File: src/rtl/demultiplexer4_pkg.sv
// Shared constants and the port-select decode for the 1-to-4 stream demultiplexer.
package demultiplexer4_pkg;

    localparam int NUM_PORTS = 4;
    localparam int SEL_W     = 2;

    function automatic logic [NUM_PORTS-1:0] port_onehot(input logic [SEL_W-1:0] sel);
        port_onehot      = '0;
        port_onehot[sel] = 1'b1;
    endfunction

endpackage

File: src/rtl/demux_fifo.sv
// Per-port FIFO: head is storage[rd_ptr] at all times, storage cleared on reset.
// Latency: a push is visible at the head one edge later. Full refuses push even when popped same cycle.
module demux_fifo #(
    parameter int WIDTH = 32,
    parameter int DEPTH = 2
) (
    input  logic             clock,
    input  logic             reset_n,
    input  logic             push,
    input  logic [WIDTH-1:0] push_data,
    input  logic             pop,
    output logic             full,
    output logic             empty,
    output logic [WIDTH-1:0] head
);

    localparam int PTR_W = $clog2(DEPTH);
    localparam int CNT_W = $clog2(DEPTH + 1);

    logic [WIDTH-1:0] mem [DEPTH];
    logic [PTR_W-1:0] wr_ptr;
    logic [PTR_W-1:0] rd_ptr;
    logic [CNT_W-1:0] count;
    logic             do_push;
    logic             do_pop;

    assign full    = (count == CNT_W'(DEPTH));
    assign empty   = (count == '0);
    assign do_push = push & ~full;
    assign do_pop  = pop & ~empty;
    assign head    = mem[rd_ptr];

    always_ff @(posedge clock or negedge reset_n) begin
        if (!reset_n) begin
            wr_ptr <= '0;
            rd_ptr <= '0;
            count  <= '0;
            for (int i = 0; i < DEPTH; i++) begin
                mem[i] <= '0;
            end
        end else begin
            // DEPTH is a power of two, so pointer overflow is the wrap
            if (do_push) begin
                mem[wr_ptr] <= push_data;
                wr_ptr      <= wr_ptr + PTR_W'(1);
            end
            if (do_pop) begin
                rd_ptr <= rd_ptr + PTR_W'(1);
            end
            case ({do_push, do_pop})
                2'b10:   count <= count + CNT_W'(1);
                2'b01:   count <= count - CNT_W'(1);
                default: count <= count;
            endcase
        end
    end

endmodule

File: src/rtl/demultiplexer4.sv
// Buffered 1-to-4 demux: word goes to FIFO[in_sel], each port drained by its own valid/ready.
// Latency: 1 cycle in->out, no combinational in->out path. A full target FIFO stalls the whole input.
module demultiplexer4
    import demultiplexer4_pkg::*;
#(
    parameter int WIDTH = 32,
    parameter int DEPTH = 2
) (
    input  logic             clock,
    input  logic             reset_n,
    input  logic             in_valid,
    output logic             in_ready,
    input  logic [WIDTH-1:0] in_data,
    input  logic [1:0]       in_sel,
    output logic [3:0]       out_valid,
    input  logic [3:0]       out_ready,
    output logic [WIDTH-1:0] out_data0,
    output logic [WIDTH-1:0] out_data1,
    output logic [WIDTH-1:0] out_data2,
    output logic [WIDTH-1:0] out_data3,
    output logic             busy
);

    logic [NUM_PORTS-1:0] full;
    logic [NUM_PORTS-1:0] empty;
    logic [NUM_PORTS-1:0] push;
    logic [NUM_PORTS-1:0] pop;
    logic [WIDTH-1:0]     head [NUM_PORTS];

    // Ready looks only at the selected FIFO's registered fill state, never at out_ready
    assign in_ready  = ~full[in_sel];
    assign push      = (in_valid & in_ready) ? port_onehot(in_sel) : '0;
    assign pop       = out_ready & ~empty;
    assign out_valid = ~empty;
    assign busy      = |(~empty);

    for (genvar k = 0; k < NUM_PORTS; k++) begin : g_port
        demux_fifo #(
            .WIDTH (WIDTH),
            .DEPTH (DEPTH)
        ) u_fifo (
            .clock     (clock),
            .reset_n   (reset_n),
            .push      (push[k]),
            .push_data (in_data),
            .pop       (pop[k]),
            .full      (full[k]),
            .empty     (empty[k]),
            .head      (head[k])
        );
    end

    assign out_data0 = head[0];
    assign out_data1 = head[1];
    assign out_data2 = head[2];
    assign out_data3 = head[3];

endmodule

File: config.mk
export PLATFORM = sky130hd
export DESIGN_NAME = demultiplexer4
export DESIGN_NICKNAME = d
export VERILOG_FILES = /design/src/rtl/demultiplexer4_pkg.sv /design/src/rtl/demux_fifo.sv /design/src/rtl/demultiplexer4.sv
export SDC_FILE = /design/constraint.sdc
export NUM_CORES = 1
export LEC_CHECK = 0
export ABC_AREA = 1
export BUFFER_PORTS_ARGS = -buffer_cell sky130_fd_sc_hd__buf_2
export CAP_MARGIN = 10
export CORE_ASPECT_RATIO = 0.5
export CORE_MARGIN = 2
export CORE_UTILIZATION = 55
export CTS_CLUSTER_DIAMETER = 40
export DETAILED_ROUTE_END_ITERATION = 12
export PLACE_DENSITY = 0.84
export REMOVE_ABC_BUFFERS = 1
export SYNTH_ARGS = -nofsm -noshare
export SYNTH_HDL_FRONTEND = slang
export SYNTH_HIERARCHICAL = 1
export SYNTH_SLANG_ARGS = --single-unit
File: constraint.sdc
create_clock -name clock -period 2.98 [get_ports clock]
set_input_delay 0.298 -clock clock [delete_from_list [all_inputs] [get_ports clock]]
set_output_delay 0.298 -clock clock [all_outputs]
set_load 0.05 [all_outputs]
# [Word-level counts from Yosys, hierarchy flattened]
# Index checks and enable logic that the tools add are counted.
[op_classes] n_lt_le_gt_ge=14 n_mux=33 add_sub_neg=16 reduce_logical=14 n_eq_ne=12 bitwise_logic=28
[ops] op="2-to-1 mux 32 bit" n=16
[ops] op="bitwise mux 64 bit" n=4
[ops] op="demux 32 bit (select 1 bit)" n=4
[ops] op="equality test 2 bit (second input constant)" n=8
[ops] op=">= comparator 2 bit (second input constant)" n=8
[ops] op="inverter 1 -> 2 bit" n=8
[ops] op="case mux 2 bit (2 select lines)" n=4
[ops] op="AND 1 bit" n=9
[ops] op="inverter 1 bit" n=9
[ops] op="adder 1 bit (second input constant)" n=8
[ops] op="adder 2 x 1 -> 2 bit (second input constant)" n=4
[ops] op="equality test 2 x 1 -> 1 bit (second input constant)" n=4
[ops] op="logical NOT 2 bit" n=4
[ops] op="< comparator 2 x 1 -> 1 bit (second input constant)" n=4
[ops] op="nonzero test 2 bit" n=4
[ops] op="subtractor 2 x 1 -> 2 bit (second input constant)" n=4
[ops] op="logical AND 1 bit" n=5
[ops] op="AND 4 bit" n=1
[ops] op="2-to-1 mux 4 bit" n=1
[ops] op="inverter 4 bit" n=1
[ops] op="OR reduction 4 bit" n=1
[ops] op="< comparator 2 x 3 -> 1 bit (second input constant)" n=1
[ops] op="binary-select mux 1 bit (select 2 bit)" n=1
[ops] op="demux 1 bit (select 2 bit)" n=1
[ops] op="2 further kinds" n=3
[word_totals] word_cells=137 output_inout_bits=134 ff_bits=272

# [Longest topological paths before layout]
[logic_depth] ltp_word=9 depth_mapped=18 ltp_nobuf=15

# [Cells and area by module]
# Netlist, hierarchy kept.
[modules_own_cells] module="demux_fifo" area_each_um2=3284.4 cells_each=418 instances=4
[modules_own_cells] module="demultiplexer4" area_each_um2=152.6 cells_each=34 instances=1

# [Worst setup path after synthesis]
# Ideal clock, no wire load.
[synth_path] path_type="register to register" startpoint="register g_port[1].u_fifo.count[0]" endpoint="register g_port[3].u_fifo.count[1]" synth_period_minus_slack_ns=2.170 slack_ns=0.810 setup_time_ns=0.117 path_stages_with_launch=18 arrival_time_ns=2.053 path_buffers=3 cell_sequence="dfrtp_1 inv_2 nand2_4 buf_6 buf_6 inv_1 nand2_1 nand2_2 nand2_2 nand3_2 nor2_1 buf_4 nand2_1 ha_1 inv_1 nand3_1 nand2_1 nand2_1"
[synth_between] elab_chain_len=9
[synth_rtl] element="from (decl)" line_no="demux_fifo.sv:23" source="logic [CNT_W-1:0] count;"
[synth_rtl] element="from (signal assigned)" line_no="demux_fifo.sv:51" source="2'b10: count <= count + CNT_W'(1);"
[synth_rtl] element="from (signal assigned)" line_no="demux_fifo.sv:52" source="2'b01: count <= count - CNT_W'(1);"
[synth_rtl] element="from (signal assigned)" line_no="demux_fifo.sv:53" source="default: count <= count;"
[synth_rtl] element="equality test 2 bit *" line_no="demux_fifo.sv:27" source="assign full = (count == CNT_W'(DEPTH));"
[synth_rtl] element="via full[1]" line_no="demultiplexer4.sv:24" source="logic [NUM_PORTS-1:0] full;"
[synth_rtl] element="binary-select mux 1 bit (select 2 bit) *" line_no="demultiplexer4.sv:31" source="assign in_ready = ~full[in_sel];"
[synth_rtl] element="2-to-1 mux 1 bit (not written as such) *" line_no="demultiplexer4.sv:31"
[synth_rtl] element="inverter 1 bit *" line_no="demultiplexer4.sv:31"
[synth_rtl] element="AND 1 bit *" line_no="demultiplexer4.sv:32" source="assign push = (in_valid & in_ready) ? port_onehot(in_sel) : '0;"
[synth_rtl] element="2-to-1 mux 4 bit *" line_no="demultiplexer4.sv:32"
[synth_rtl] element="via push[3]" line_no="demultiplexer4.sv:26" source="logic [NUM_PORTS-1:0] push;"
[synth_rtl] element="AND 1 bit *" line_no="demux_fifo.sv:29" source="assign do_push = push & ~full;"
[synth_rtl] element="equality test 2 x 1 -> 1 bit / equality test 2 bit (equally long branches)" line_no="demux_fifo.sv:50" source="case ({do_push, do_pop})"
[synth_rtl] element="case mux 2 bit (2 select lines) / nonzero test 2 bit (equally long branches)"
[synth_rtl] element="to (signal assigned)" line_no="demux_fifo.sv:51"
[synth_rtl] element="to (signal assigned)" line_no="demux_fifo.sv:52"
[synth_rtl] element="to (signal assigned)" line_no="demux_fifo.sv:53"
[synth_rtl] element="to (decl)" line_no="demux_fifo.sv:23"
# The timed path passes the listed nets; every way through them passes the cells marked *. The select of a mux whose other input is x is not followed.
# A chain may end at the register's enable or synchronous reset.

# [Final worst setup path]
[layout_path] startpoint="register g_port[1].u_fifo.rd_ptr" endpoint="output port out_data1[19]"
[layout_between] elab_chain_len=4
[layout_rtl] element="from (decl)" line_no="demux_fifo.sv:22" source="logic [PTR_W-1:0] rd_ptr;"
[layout_rtl] element="from (signal assigned)" line_no="demux_fifo.sv:48" source="rd_ptr <= rd_ptr + PTR_W'(1);"
[layout_rtl] element="inverter 1 -> 2 bit (not written as such)" line_no="demux_fifo.sv:31" source="assign head = mem[rd_ptr];"
[layout_rtl] element="2-to-1 mux 32 bit (not written as such) (3 in a row)" line_no="demux_fifo.sv:31"
[layout_rtl] element="to (decl)" line_no="demultiplexer4.sv:18" source="output logic [WIDTH-1:0] out_data1,"
# No other way between the ends. The select of a mux whose other input is x is not followed.

==> impl_metrics.env <==
export IMPL_yosysWarnings=6
export IMPL_use_met3_pct=7.65
export IMPL_regToRegStartpoint="g_port[0].u_fifo/count[0]$_DFFE_PN0P_"
export IMPL_synth_most_common_cell="nand2_1"
export IMPL_drive_above_1_share_pct=15.4
export IMPL_die_height_um=114
export IMPL_gp_congestion=0.848
export IMPL_total_leakage_power_nw=8.53
export IMPL_firstDrtPassIters=7
export IMPL_antenna_found_initial=0
export IMPL_rsz0062_at_grt="no"
export IMPL_grt_pass1_vias=11500
export IMPL_cts_tree="done"
export IMPL_synth_top_family_by_area="simple AND/OR/NAND/NOR gates"
export IMPL_min_period_over_period_pct=82.8
export IMPL_ys_top_cells_by_area="dfrtp_1 51%, nand2_1 27%, nand4_1 12%, buf_2 3.5%, buf_6 1.7%"
export IMPL_htree_levels=1
export IMPL_ys_ff_latch=272
export IMPL_syn_area_per_cell_um2=7.79
export IMPL_yosysTopAreaCellShare_pct=51.2
export IMPL_met2_usage_pct=48.4
export IMPL_grt_use_total_pct=31.3
export IMPL_io_buffers=174
export IMPL_drv_slew=0
export IMPL_post_place_ws_ps=692
export IMPL_synth_edff_count=0
export IMPL_synthXorXnorAreaFrac_pct=0.264
export IMPL_end_kind="output pin"
export IMPL_grt_pass1_wl_mm=62.3
export IMPL_hold_viol_final=0
export IMPL_netlist_area_um2=13300
export IMPL_cts_resized_gates=0
export IMPL_crit_fanout=21
export IMPL_critical_path_class="register to output pin"
export IMPL_slew_limit_headroom_pct=48.6
export IMPL_synthSimpleGateAreaFrac_pct=40.8
export IMPL_power_density_nw_per_um2=1390
export IMPL_clk_latency_ps=530
export IMPL_via_per_inst=5.87
export IMPL_clock_tree_root_cell="clkbuf_16"
export IMPL_muxShareOfSynthArea_pct=0
export IMPL_syn_instance_count=1706
export IMPL_antenna_cells=0
export IMPL_hp_class="input port to register"
export IMPL_drtIter0Drc=1621
export IMPL_synth_compound_area_share_pct=0
export IMPL_drv_cap=0
export IMPL_numClockSinks=272
export IMPL_slowest_delay_ps=520
export IMPL_vias=12600
export IMPL_cp_endpoint="out_data1[19]"
export IMPL_wl_per_cell_um=18.7
export IMPL_busiest_layer="met2"
export IMPL_path_cells="inv_1, buf_4, nand2_1, nand2_1, buf_2"
export IMPL_dieArea_um2=25500
export IMPL_ant_nets=0
export IMPL_clkTransAtPathRegs_ps=60
export IMPL_ys_seq_area_share_pct=51.2
export IMPL_vdd_ir_drop_max_uv=801
export IMPL_synth_top_cells_by_count="947 x nand2_1, 272 x dfrtp_1, 263 x nand4_1, 92 x buf_2, 40 x inv_1"
export IMPL_worst_slew_pin_slew_ps=770
export IMPL_regToRegSetupSlack_ps=530
export IMPL_reg2reg_depth=11
export IMPL_crit_slowest_cell="inv_1"
export IMPL_yosysUniqueCellTypes=18
export IMPL_synth_adder_area_share_pct=0.377
export IMPL_finClkSkew_ps=18.8
export IMPL_clockBufferDepth=3
export IMPL_synthFlopType="dfrtp_1"
export IMPL_worst_r2r_endpoint="g_port[1].u_fifo/mem[51]$_DFFE_PN0P_"
export IMPL_syn_to_final_growth_pct=12.7
export IMPL_cts_made_buffers=26
export IMPL_grtUsageMet1_pct=41.9
export IMPL_ios=175
export IMPL_die_w_um=224
export IMPL_crit_top_cell="nand2_1"
export IMPL_startpoint="g_port[1].u_fifo/rd_ptr$_DFFE_PN0P_"
export IMPL_start_util_pct=55.7
export IMPL_critPathRequiredTime_ps=2680
export IMPL_setup_viol=0
export IMPL_fin_ws_ps=512
export IMPL_core_um2=23900
export IMPL_gr_total_overflow=0
export IMPL_async_reset_ff_share_pct=100
export IMPL_drc=0
export IMPL_rows=40
export IMPL_hpwl_mm=24.3
export IMPL_hold_ws_ps=128
export IMPL_nets=1856
export IMPL_crit_arrival_ps=2170
export IMPL_synth_top_area_cell="dfrtp_1"
export IMPL_min_period_ps=2470
export IMPL_grt_max_degree=83
export IMPL_wl_mm=40.0
export IMPL_fmax_ghz=0.405
export IMPL_worstSetupStartpointType="register"
export IMPL_status="complete, no violations"
[where the power goes]
| group | switching [mW] | internal (mW) |
|---|---|---|
| sequential | 0.994 | 5.36 |
| combinational | 8.70 | 2.39 |
| clock | 1.40 | 1.97 |
| total | 11.1 | 9.72 |
[kinds of logic after synthesis]
| kind of cell | Yosys count |
|---|---|
| simple gates | 1241 |
| flops | 272 |
| fa+ha+maj | 4 |
| xor+xnor | 4 |
| buf+inv | 185 |
[per-layer routing]
metal	vias up	share of wire [%]	routed length [um]
met1	6029	40	15900
met4	0	5.4	2140
met5	-	0	0
met2	626	45	18100
li1	5770	-	-
met3	143	9.7	3860
[final cells by class]
cell class / instances / area, um^2
Fill cell: 1929 / 8890
Sequential cell: 272 / 6810
Multi-Input combinational cell: 1249 / 5520
Timing Repair Buffer: 213 / 1200
Clock buffer: 36 / 769
Tap cell: 315 / 394
Inverter: 49 / 184
Clock inverter: 8 / 100
[metrics by stage]
step / area, um^2 / utilization (%) / TNS [ps] / instances / total power, mW
2_1_floorplan: 12500 / - / -242090 / 1570 / 14.2
3_3_place_gp: 14100 / 59.1 / 0 / 2097 / 17.1
3_5_place_dp: 14100 / 59.1 / 0 / 2097 / 17.3
4_1_cts: 15000 / 62.7 / 0 / 2142 / 20.8
5_1_grt: 15000 / 62.7 / 0 / 2142 / 22.0
6_report: 15000 / 62.7 / 0 / 2142 / 20.8
[worst min-delay path by stage]
stage,start,end,slack [ps],cells after the start
3_3_place_gp,reset_n,g_port[0].u_fifo/mem[47]$_DFFE_PN0P_,320,1
4_1_cts,out_ready[1],g_port[1].u_fifo/rd_ptr$_DFFE_PN0P_,120,5
3_5_place_dp,reset_n,g_port[0].u_fifo/mem[15]$_DFFE_PN0P_,320,1
5_1_grt,out_ready[2],g_port[2].u_fifo/rd_ptr$_DFFE_PN0P_,140,5
2_1_floorplan,reset_n,g_port[0].u_fifo/count[0]$_DFFE_PN0P_,2,0
6_report,out_ready[1],g_port[1].u_fifo/rd_ptr$_DFFE_PN0P_,130,5
[registers in the layout, indices dropped and copies added (netlist names)]
signal / count
g_port.u_fifo/count: 8
g_port.u_fifo/rd_ptr: 4
g_port.u_fifo/mem: 256
g_port.u_fifo/wr_ptr: 4
[layout by cell type, fill, tap and decap left out, types with 3 or more instances in the layout]
master     synthesis  final
nand2_1          947    947
buf_2             92    173
ha_1               4      4
nand4_1          263    263
clkbuf_8           0      6
clkbuf_1          12      3
nor2_1             6      4
nand3_1            8      8
nand3_2            9      9
xnor2_1            4      4
dfrtp_1          272    272
nand2_4            4      4
clkbuf_16          0     27
clkinv_2           0      3
nand2_2            3      3
inv_2              9     10
inv_1             40     38
buf_4              4     36
[repair_timing]
action	CTS	global route
endpoints found under the hold margin	71	0
hold buffers	1	0
setup buffers	0	0
[critical path: cells and delay by family (launching register included)]
kind / cells / cell delay [ps]
buffers and inverters: 3 / 1110
flip-flops: 1 / 380
AND/OR/NAND/NOR: 2 / 150
Note: power is estimated with default switching activity, not from simulation.
